### config.mk
export PLATFORM = sky130hd
export DESIGN_NAME = vga_plot_arbiter
export DESIGN_NICKNAME = d
export VERILOG_FILES = /design/src/rtl/vga_plot_arbiter.sv
export SDC_FILE = /design/constraint.sdc
export NUM_CORES = 1
export LEC_CHECK = 0
export CORE_MARGIN = 2
export CORE_UTILIZATION = 40
export CTS_CLUSTER_DIAMETER = 30
export DETAILED_ROUTE_END_ITERATION = 8
export PLACE_DENSITY = 0.82
export SKIP_LAST_GASP = 1
export SLEW_MARGIN = 20
export SYNTH_ARGS = -nofsm -noshare
export SYNTH_HDL_FRONTEND = slang
export SYNTH_SLANG_ARGS = --single-unit
### constraint.sdc
create_clock -name clock -period 5.3 [get_ports clock]
set_clock_uncertainty 0.15 [all_clocks]
set_input_delay 1.59 -clock clock [delete_from_list [all_inputs] [get_ports clock]]
set_output_delay 1.59 -clock clock [all_outputs]
set_load 0.01 [all_outputs]
### src/rtl/vga_plot_arbiter.sv
// vga_plot_arbiter
//   Shares the single pixel-write port of vga_adapter among NREQ drawing engines.
//   Index 0 has the highest priority. Ownership is non-preemptive and lasts for a
//   whole job: an engine keeps the port until it drops its request, so frame jobs
//   never interleave.
//
//   Owner pixels are registered onto the vga_* outputs with a latency of one cycle.
//   Pixels with x >= XMAX or y >= YMAX are dropped. After an owner releases the
//   port, one gap cycle with no grant follows before the next owner is granted.
//
//   A watchdog takes the port back from an owner that goes TIMEOUT cycles without
//   plotting. That owner gets a sticky timeout flag. It is also masked until its
//   request has been seen low. TIMEOUT = 0 disables the watchdog.
//
// Parameters
//   NREQ     number of requesters
//   TIMEOUT  idle cycles before an owner's grant is revoked (0 = off)
//   XMAX     screen width
//   YMAX     screen height
//
// Ports
//   clock       in   system clock
//   resetn      in   asynchronous active-low reset
//   req         in   level request per engine, held for the whole job
//   plot_in     in   per-engine pixel strobe
//   x_in        in   packed x, requester i on [9i+8:9i]
//   y_in        in   packed y, requester i on [8i+7:8i]
//   colour_in   in   packed colour, requester i on [3i+2:3i]
//   gnt         out  registered one-hot grant
//   vga_x       out  x to vga_adapter (held while vga_plot is low)
//   vga_y       out  y to vga_adapter (held while vga_plot is low)
//   vga_colour  out  colour to vga_adapter (held while vga_plot is low)
//   vga_plot    out  plot strobe to vga_adapter
//   busy        out  high while any grant is held
//   pix_cnt     out  pixels forwarded in the current grant (saturating)
//   to_flag     out  sticky per-requester timeout flags

module vga_plot_arbiter #(
  parameter int unsigned NREQ    = 3,
  parameter int unsigned TIMEOUT = 1023,
  parameter int unsigned XMAX    = 320,
  parameter int unsigned YMAX    = 240
) (
  input  logic                clock,
  input  logic                resetn,
  input  logic [NREQ-1:0]     req,
  input  logic [NREQ-1:0]     plot_in,
  input  logic [9*NREQ-1:0]   x_in,
  input  logic [8*NREQ-1:0]   y_in,
  input  logic [3*NREQ-1:0]   colour_in,
  output logic [NREQ-1:0]     gnt,
  output logic [8:0]          vga_x,
  output logic [7:0]          vga_y,
  output logic [2:0]          vga_colour,
  output logic                vga_plot,
  output logic                busy,
  output logic [16:0]         pix_cnt,
  output logic [NREQ-1:0]     to_flag
);

  localparam int unsigned OWN_W  = (NREQ > 1) ? $clog2(NREQ) : 1;
  // The idle counter only has to reach TIMEOUT. The +2 keeps the width at
  // least 1 when TIMEOUT is 0 or 1.
  localparam int unsigned IDLE_W = $clog2(TIMEOUT + 2);
  localparam logic [IDLE_W-1:0] TO_VAL = IDLE_W'(TIMEOUT);
  localparam bit WDOG_EN = (TIMEOUT != 0);
  // Limits are one bit wider than the coordinates so XMAX = 512 or YMAX = 256 still fit.
  localparam logic [9:0] XLIM = 10'(XMAX);
  localparam logic [8:0] YLIM = 9'(YMAX);

  localparam logic [1:0] ST_IDLE = 2'd0;
  localparam logic [1:0] ST_OWN  = 2'd1;
  localparam logic [1:0] ST_GAP  = 2'd2;

  logic [1:0]        r_state,   r_state_d;
  logic [OWN_W-1:0]  r_owner,   r_owner_d;
  logic [NREQ-1:0]   r_gnt,     r_gnt_d;
  logic [NREQ-1:0]   r_mask,    r_mask_d;
  logic [NREQ-1:0]   r_to_flag, r_to_flag_d;
  logic [8:0]        r_x,       r_x_d;
  logic [7:0]        r_y,       r_y_d;
  logic [2:0]        r_c,       r_c_d;
  logic              r_plot,    r_plot_d;
  logic [16:0]       r_pix,     r_pix_d;
  logic [IDLE_W-1:0] r_idle,    r_idle_d;

  logic [NREQ-1:0]   w_elig;
  logic              w_any;
  logic [NREQ-1:0]   w_pick_oh;
  logic [OWN_W-1:0]  w_pick;
  logic              w_own_req;
  logic              w_own_plot;
  logic [8:0]        w_own_x;
  logic [7:0]        w_own_y;
  logic [2:0]        w_own_c;
  logic              w_on_screen;
  logic [IDLE_W-1:0] w_idle_inc;
  logic              w_timeout;

  // Masked requesters stay ineligible until their request has been seen low.
  assign w_elig    = req & ~r_mask;
  assign w_any     = |w_elig;
  // Isolate the lowest set bit, which is the highest-priority eligible requester.
  assign w_pick_oh = w_elig & ~(w_elig - NREQ'(1));

  always_comb begin
    w_pick = '0;
    for (int i = NREQ - 1; i >= 0; i--) begin
      if (w_elig[i]) w_pick = OWN_W'(i);
    end
  end

  // Mux the owner's request and pixel fields out of the packed inputs.
  always_comb begin
    w_own_req  = 1'b0;
    w_own_plot = 1'b0;
    w_own_x    = '0;
    w_own_y    = '0;
    w_own_c    = '0;
    for (int i = 0; i < NREQ; i++) begin
      if (r_owner == OWN_W'(i)) begin
        w_own_req  = req[i];
        w_own_plot = plot_in[i];
        w_own_x    = x_in[9*i +: 9];
        w_own_y    = y_in[8*i +: 8];
        w_own_c    = colour_in[3*i +: 3];
      end
    end
  end

  assign w_on_screen = ({1'b0, w_own_x} < XLIM) && ({1'b0, w_own_y} < YLIM);
  assign w_idle_inc  = r_idle + IDLE_W'(1);
  assign w_timeout   = WDOG_EN && !w_own_plot && (w_idle_inc == TO_VAL);

  always_comb begin
    r_state_d   = r_state;
    r_owner_d   = r_owner;
    r_gnt_d     = r_gnt;
    r_mask_d    = r_mask & req;
    r_to_flag_d = r_to_flag;
    r_x_d       = r_x;
    r_y_d       = r_y;
    r_c_d       = r_c;
    r_plot_d    = 1'b0;
    r_pix_d     = r_pix;
    r_idle_d    = r_idle;

    case (r_state)
      // The gap cycle already has gnt low. Arbitrating on its exit edge makes
      // the hand-over two edges after the previous owner dropped its request.
      ST_IDLE, ST_GAP: begin
        if (w_any) begin
          r_owner_d = w_pick;
          r_gnt_d   = w_pick_oh;
          r_pix_d   = '0;
          r_idle_d  = '0;
          r_state_d = ST_OWN;
        end else begin
          r_state_d = ST_IDLE;
        end
      end

      ST_OWN: begin
        // A pixel strobed in the same cycle as the request falls is still forwarded.
        if (w_own_plot && w_on_screen) begin
          r_plot_d = 1'b1;
          r_x_d    = w_own_x;
          r_y_d    = w_own_y;
          r_c_d    = w_own_c;
          if (r_pix != '1) r_pix_d = r_pix + 17'd1;
        end
        r_idle_d = w_own_plot ? '0 : w_idle_inc;

        if (!w_own_req) begin
          r_gnt_d   = '0;
          r_state_d = ST_GAP;
        end else if (w_timeout) begin
          // While in OWN, r_gnt is the one-hot owner.
          r_gnt_d     = '0;
          r_to_flag_d = r_to_flag | r_gnt;
          r_mask_d    = (r_mask & req) | r_gnt;
          r_state_d   = ST_GAP;
        end
      end

      default: begin
        r_gnt_d   = '0;
        r_state_d = ST_IDLE;
      end
    endcase
  end

  always_ff @(posedge clock or negedge resetn) begin
    if (!resetn) begin
      r_state   <= ST_IDLE;
      r_owner   <= '0;
      r_gnt     <= '0;
      r_mask    <= '0;
      r_to_flag <= '0;
      r_x       <= '0;
      r_y       <= '0;
      r_c       <= '0;
      r_plot    <= 1'b0;
      r_pix     <= '0;
      r_idle    <= '0;
    end else begin
      r_state   <= r_state_d;
      r_owner   <= r_owner_d;
      r_gnt     <= r_gnt_d;
      r_mask    <= r_mask_d;
      r_to_flag <= r_to_flag_d;
      r_x       <= r_x_d;
      r_y       <= r_y_d;
      r_c       <= r_c_d;
      r_plot    <= r_plot_d;
      r_pix     <= r_pix_d;
      r_idle    <= r_idle_d;
    end
  end

  assign gnt        = r_gnt;
  assign busy       = |r_gnt;
  assign vga_x      = r_x;
  assign vga_y      = r_y;
  assign vga_colour = r_c;
  assign vga_plot   = r_plot;
  assign pix_cnt    = r_pix;
  assign to_flag    = r_to_flag;

endmodule
==> summary.txt <==
Timing
  – Max Clk Rate: 0.2486 GHz
  – Final setup viols: 0
  – Final Cycle Share: 75.89%
  – RSZ-0062 raised after global routing: no
  – Post-layout min period: 4.022 ns
  – Final hold viol count: 0
  – Slew headroom: 31.71%
  – Setup TNS: 0 ns
  – Slew Viols, Final: 0
  – Worst-Margin Slew: 1.020 ns

Placement
  – RD Place Congestion: 0.9323
  – # port buffers: 112
  – HPWL after DPL: 6.867 mm

Worst setup path
  – Crit path max-delay cell type: or4_1
  – Crit path max fanout: 22
  – Critical path startpoint category: input pin
  – Top delay family on crit path: simple AND/OR/NAND/NOR gates
  – WP buf/inv: 1
  – Largest stage delay on the critical path: 0.73 ns
  – WP data required: 5.40 ns
  – WS Path Type: in2reg
  – Cell chain of the critical path: clkdlybuf4s50_1 -> mux2i_1 -> o2bb2ai_1 -> o21ai_0 -> nand4b_1 -> or4_1 -> a21oi_1
  – Crit path DAT: 4.12 ns
  – Worst Setup End Kind: register

Clock tree
  – Worst-Skew Late Latency: 0.33 ns
  – Clk buf depth: 2
  – Clock root buffer: clkbuf_8
  – Post-CTS setup buffer count: 0
  – Clk slew on worst S/H paths: 0.07 ns
  – CTS tree: yes
  – H-tree depth: 3
  – Resized cells post-CTS: 0
  – Clock Sinks: 62
  – CTS buffer count: 9
  – Hold Buf Count CTS: 0

Die
  – Die Height: 96.77 microns
  – Full die area: 9363 sq um
  – IO Count: 113
  – # rows: 33
  – CORE AREA: 8299 sq um
  – Initial Util: 41.47%
  – Die width: 96.77 microns

Run status
  – Status: completed

Drt
  – Uppermost layer routed: met4
  – First DRT Iteration DRCs: 147
  – Vias/cell: 5.564
  – DR WL met3: 507 microns
  – # DRC: 0
  – WL met1: 4.160 mm
  – Met2 Wirelength: 4.646 mm
  – DR WL/cell: 16.15 microns
  – Via count: 3266
  – Total routed wirelength: 9.478 mm
  – ANT nets after route: 0
  – First-pass DRT Iterations: 4

Synth
  – Register area share after synthesis: 45.07%
  – Most frequent cell after synthesis: dfrtp_1
  – Main combinational cell family by area after synthesis: compound AO/OA/AOI/OAI gates
  – Top cells by count, synth: dfrtp_1 (62), o21ai_0 (39), nand2_1 (36)
  – Prevailing post-synth register cell: dfrtp_1
  – Yosys top cell by area: dfrtp_1
  – Async S/R FF share, synth: 100.0%
  – Syn Std Cell Area: 3442 sq um
  – Synth Area in Compound Gates: 20.39%
  – Proportion of synthesized area in mux cells: 8.942%
  – Synthesized area per cell: 9.328 sq um
  – Xor and xnor area share after synthesis: 0.5089%
  – Instance count of the mapped netlist: 369
  – Post-synth net total: 441
  – Post-Synth Adder-Cell Area: 1.454%
  – Number of flops mapped to enable cells by yosys: 0
  – Distinct cell type count after synthesis: 51
  – Dominant cells by area after synthesis: dfrtp_1 (45%), mux2i_1 (7.0%), o21ai_0 (5.7%), a21oi_1 (4.7%), nand2_1 (3.9%)
  – Top cell type's share of synthesized area: 45.07%
  – Synth warn: 0
  – Synthesized flop and latch total: 62
  – Synth Area in Simple Gates: 20.07%

Global routing
  – First-pass GRT wire length: 15.93 mm
  – Overflow after GRT: 0
  – Antenna violations before repair: 0
  – GRT Overall Usage: 20.94%
  – Largest net degree at the start of global routing: 34
  – Vias in the first global route: 3230

Cells and area
  – N_diodes: 0
  – Layout cell share with drive strength beyond 1: 7.884%
  – Nets: 549
  – Synth-to-layout area growth: 41.66%

Power and ir drop
  – Worst vdd ir: 0.0002148 V
  – P per Cell Area: 402.2 nW/um^2
  – Pleak: 1.990 nW
  – Total power: 1.961 mW

Flow run
  – Max-Cap Viols: 0

Hold path
  – Hold Path Class: reg2reg
==> cell families (layout without fill, tap and decap cells) <==
logic type | count (synthesis) | in the layout
and+or+nand+nor | 129 | 129
AOI/OAI and AO/OA | 113 | 113
DFF | 62 | 62
muxes | 30 | 30
buffers and inverters | 29 | 142
adders and majority gates | 4 | 4
xor gates and xnor gates | 2 | 2
==> flip-flops by register name, indices dropped and copies added (netlist names) <==
name / count
vga_colour: 3
r_idle: 11
r_owner: 2
to_flag: 3
vga_x: 9
gnt: 3
vga_y: 8
vga_plot: 1
r_state: 2
r_mask: 3
pix_cnt: 17
==> placed cells by master (no fill, tap or decap), types with 9 or more instances in the layout <==
cell type	n
or3_1	9
a21oi_1	32
clkbuf_8	9
nand3_1	10
clkdlybuf4s50_1	111
inv_1	9
dfrtp_1	62
mux2i_1	24
nand2_1	36
nor2_1	25
o31ai_1	12
o21ai_0	39
==> power by group <==
part / switching (mW) / internal [mW] / leakage, nW
clock network: 0.186 / 0.312 / 0.112
registers: 0.0749 / 0.579 / 0.825
logic: 0.424 / 0.387 / 1.05
total: 0.684 / 1.28 / 1.99
==> worst register-to-register path: cells and delay by family, from the launching register on <==
kind | cells | cell delay, ns
AOI/OAI and AO/OA | 2 | 0.44
DFF | 1 | 0.36
and+or+nand+nor | 4 | 2.43
buffers and inverters | 1 | 0.25
==> path summary, 6_finish.rpt <==
check | to | depth (start not counted) | startpoint | slack (ns)
setup / recovery | pix_cnt[9] | 7 | x_in[16] | 1.28
hold / removal | to_flag[1] | 1 | to_flag[1] | 0.31
setup reg to reg | pix_cnt[9] | 7 | r_owner[0] | 1.59
hold reg to reg | to_flag[1] | 1 | to_flag[1] | 0.31
max in group asynchronous | vga_y[2] | 2 | resetn | 2.96
min in group asynchronous | to_flag[1] | 1 | resetn | 1.17
==> cell type report <==
class / count / area, sq um
clock buffer: 10 / 127.6
clock inverter: 6 / 110.1
fill: 708 / 3423
inverter: 9 / 33.78
multi-input combinational: 278 / 1768
sequential: 62 / 1551
tap: 105 / 131.4
timing repair buffer: 117 / 1154
==> per-stage QoR <==
stage,worst slack (ns),utilization (%),hold slack (ns),instance area (sq um),std cells
after CTS,1.306,58.75,0.3136,4876,587
after detailed placement,0.9848,55.89,0.2972,4638,571
final,1.278,58.75,0.3074,4876,587
after global placement,1.122,55.89,0.2904,4638,571
after global routing,1.091,58.75,0.3302,4876,587
after floorplan,2.128,-,0.3205,3442,369
==> metal layers <==
layer,vias up,global-route usage [%]
met1,1574,26.62
met4,0,7.367
li1,1577,-
met5,-,0
met2,103,34.24
met3,12,5.925
No activity file was read; power rests on OpenSTA's default activity.
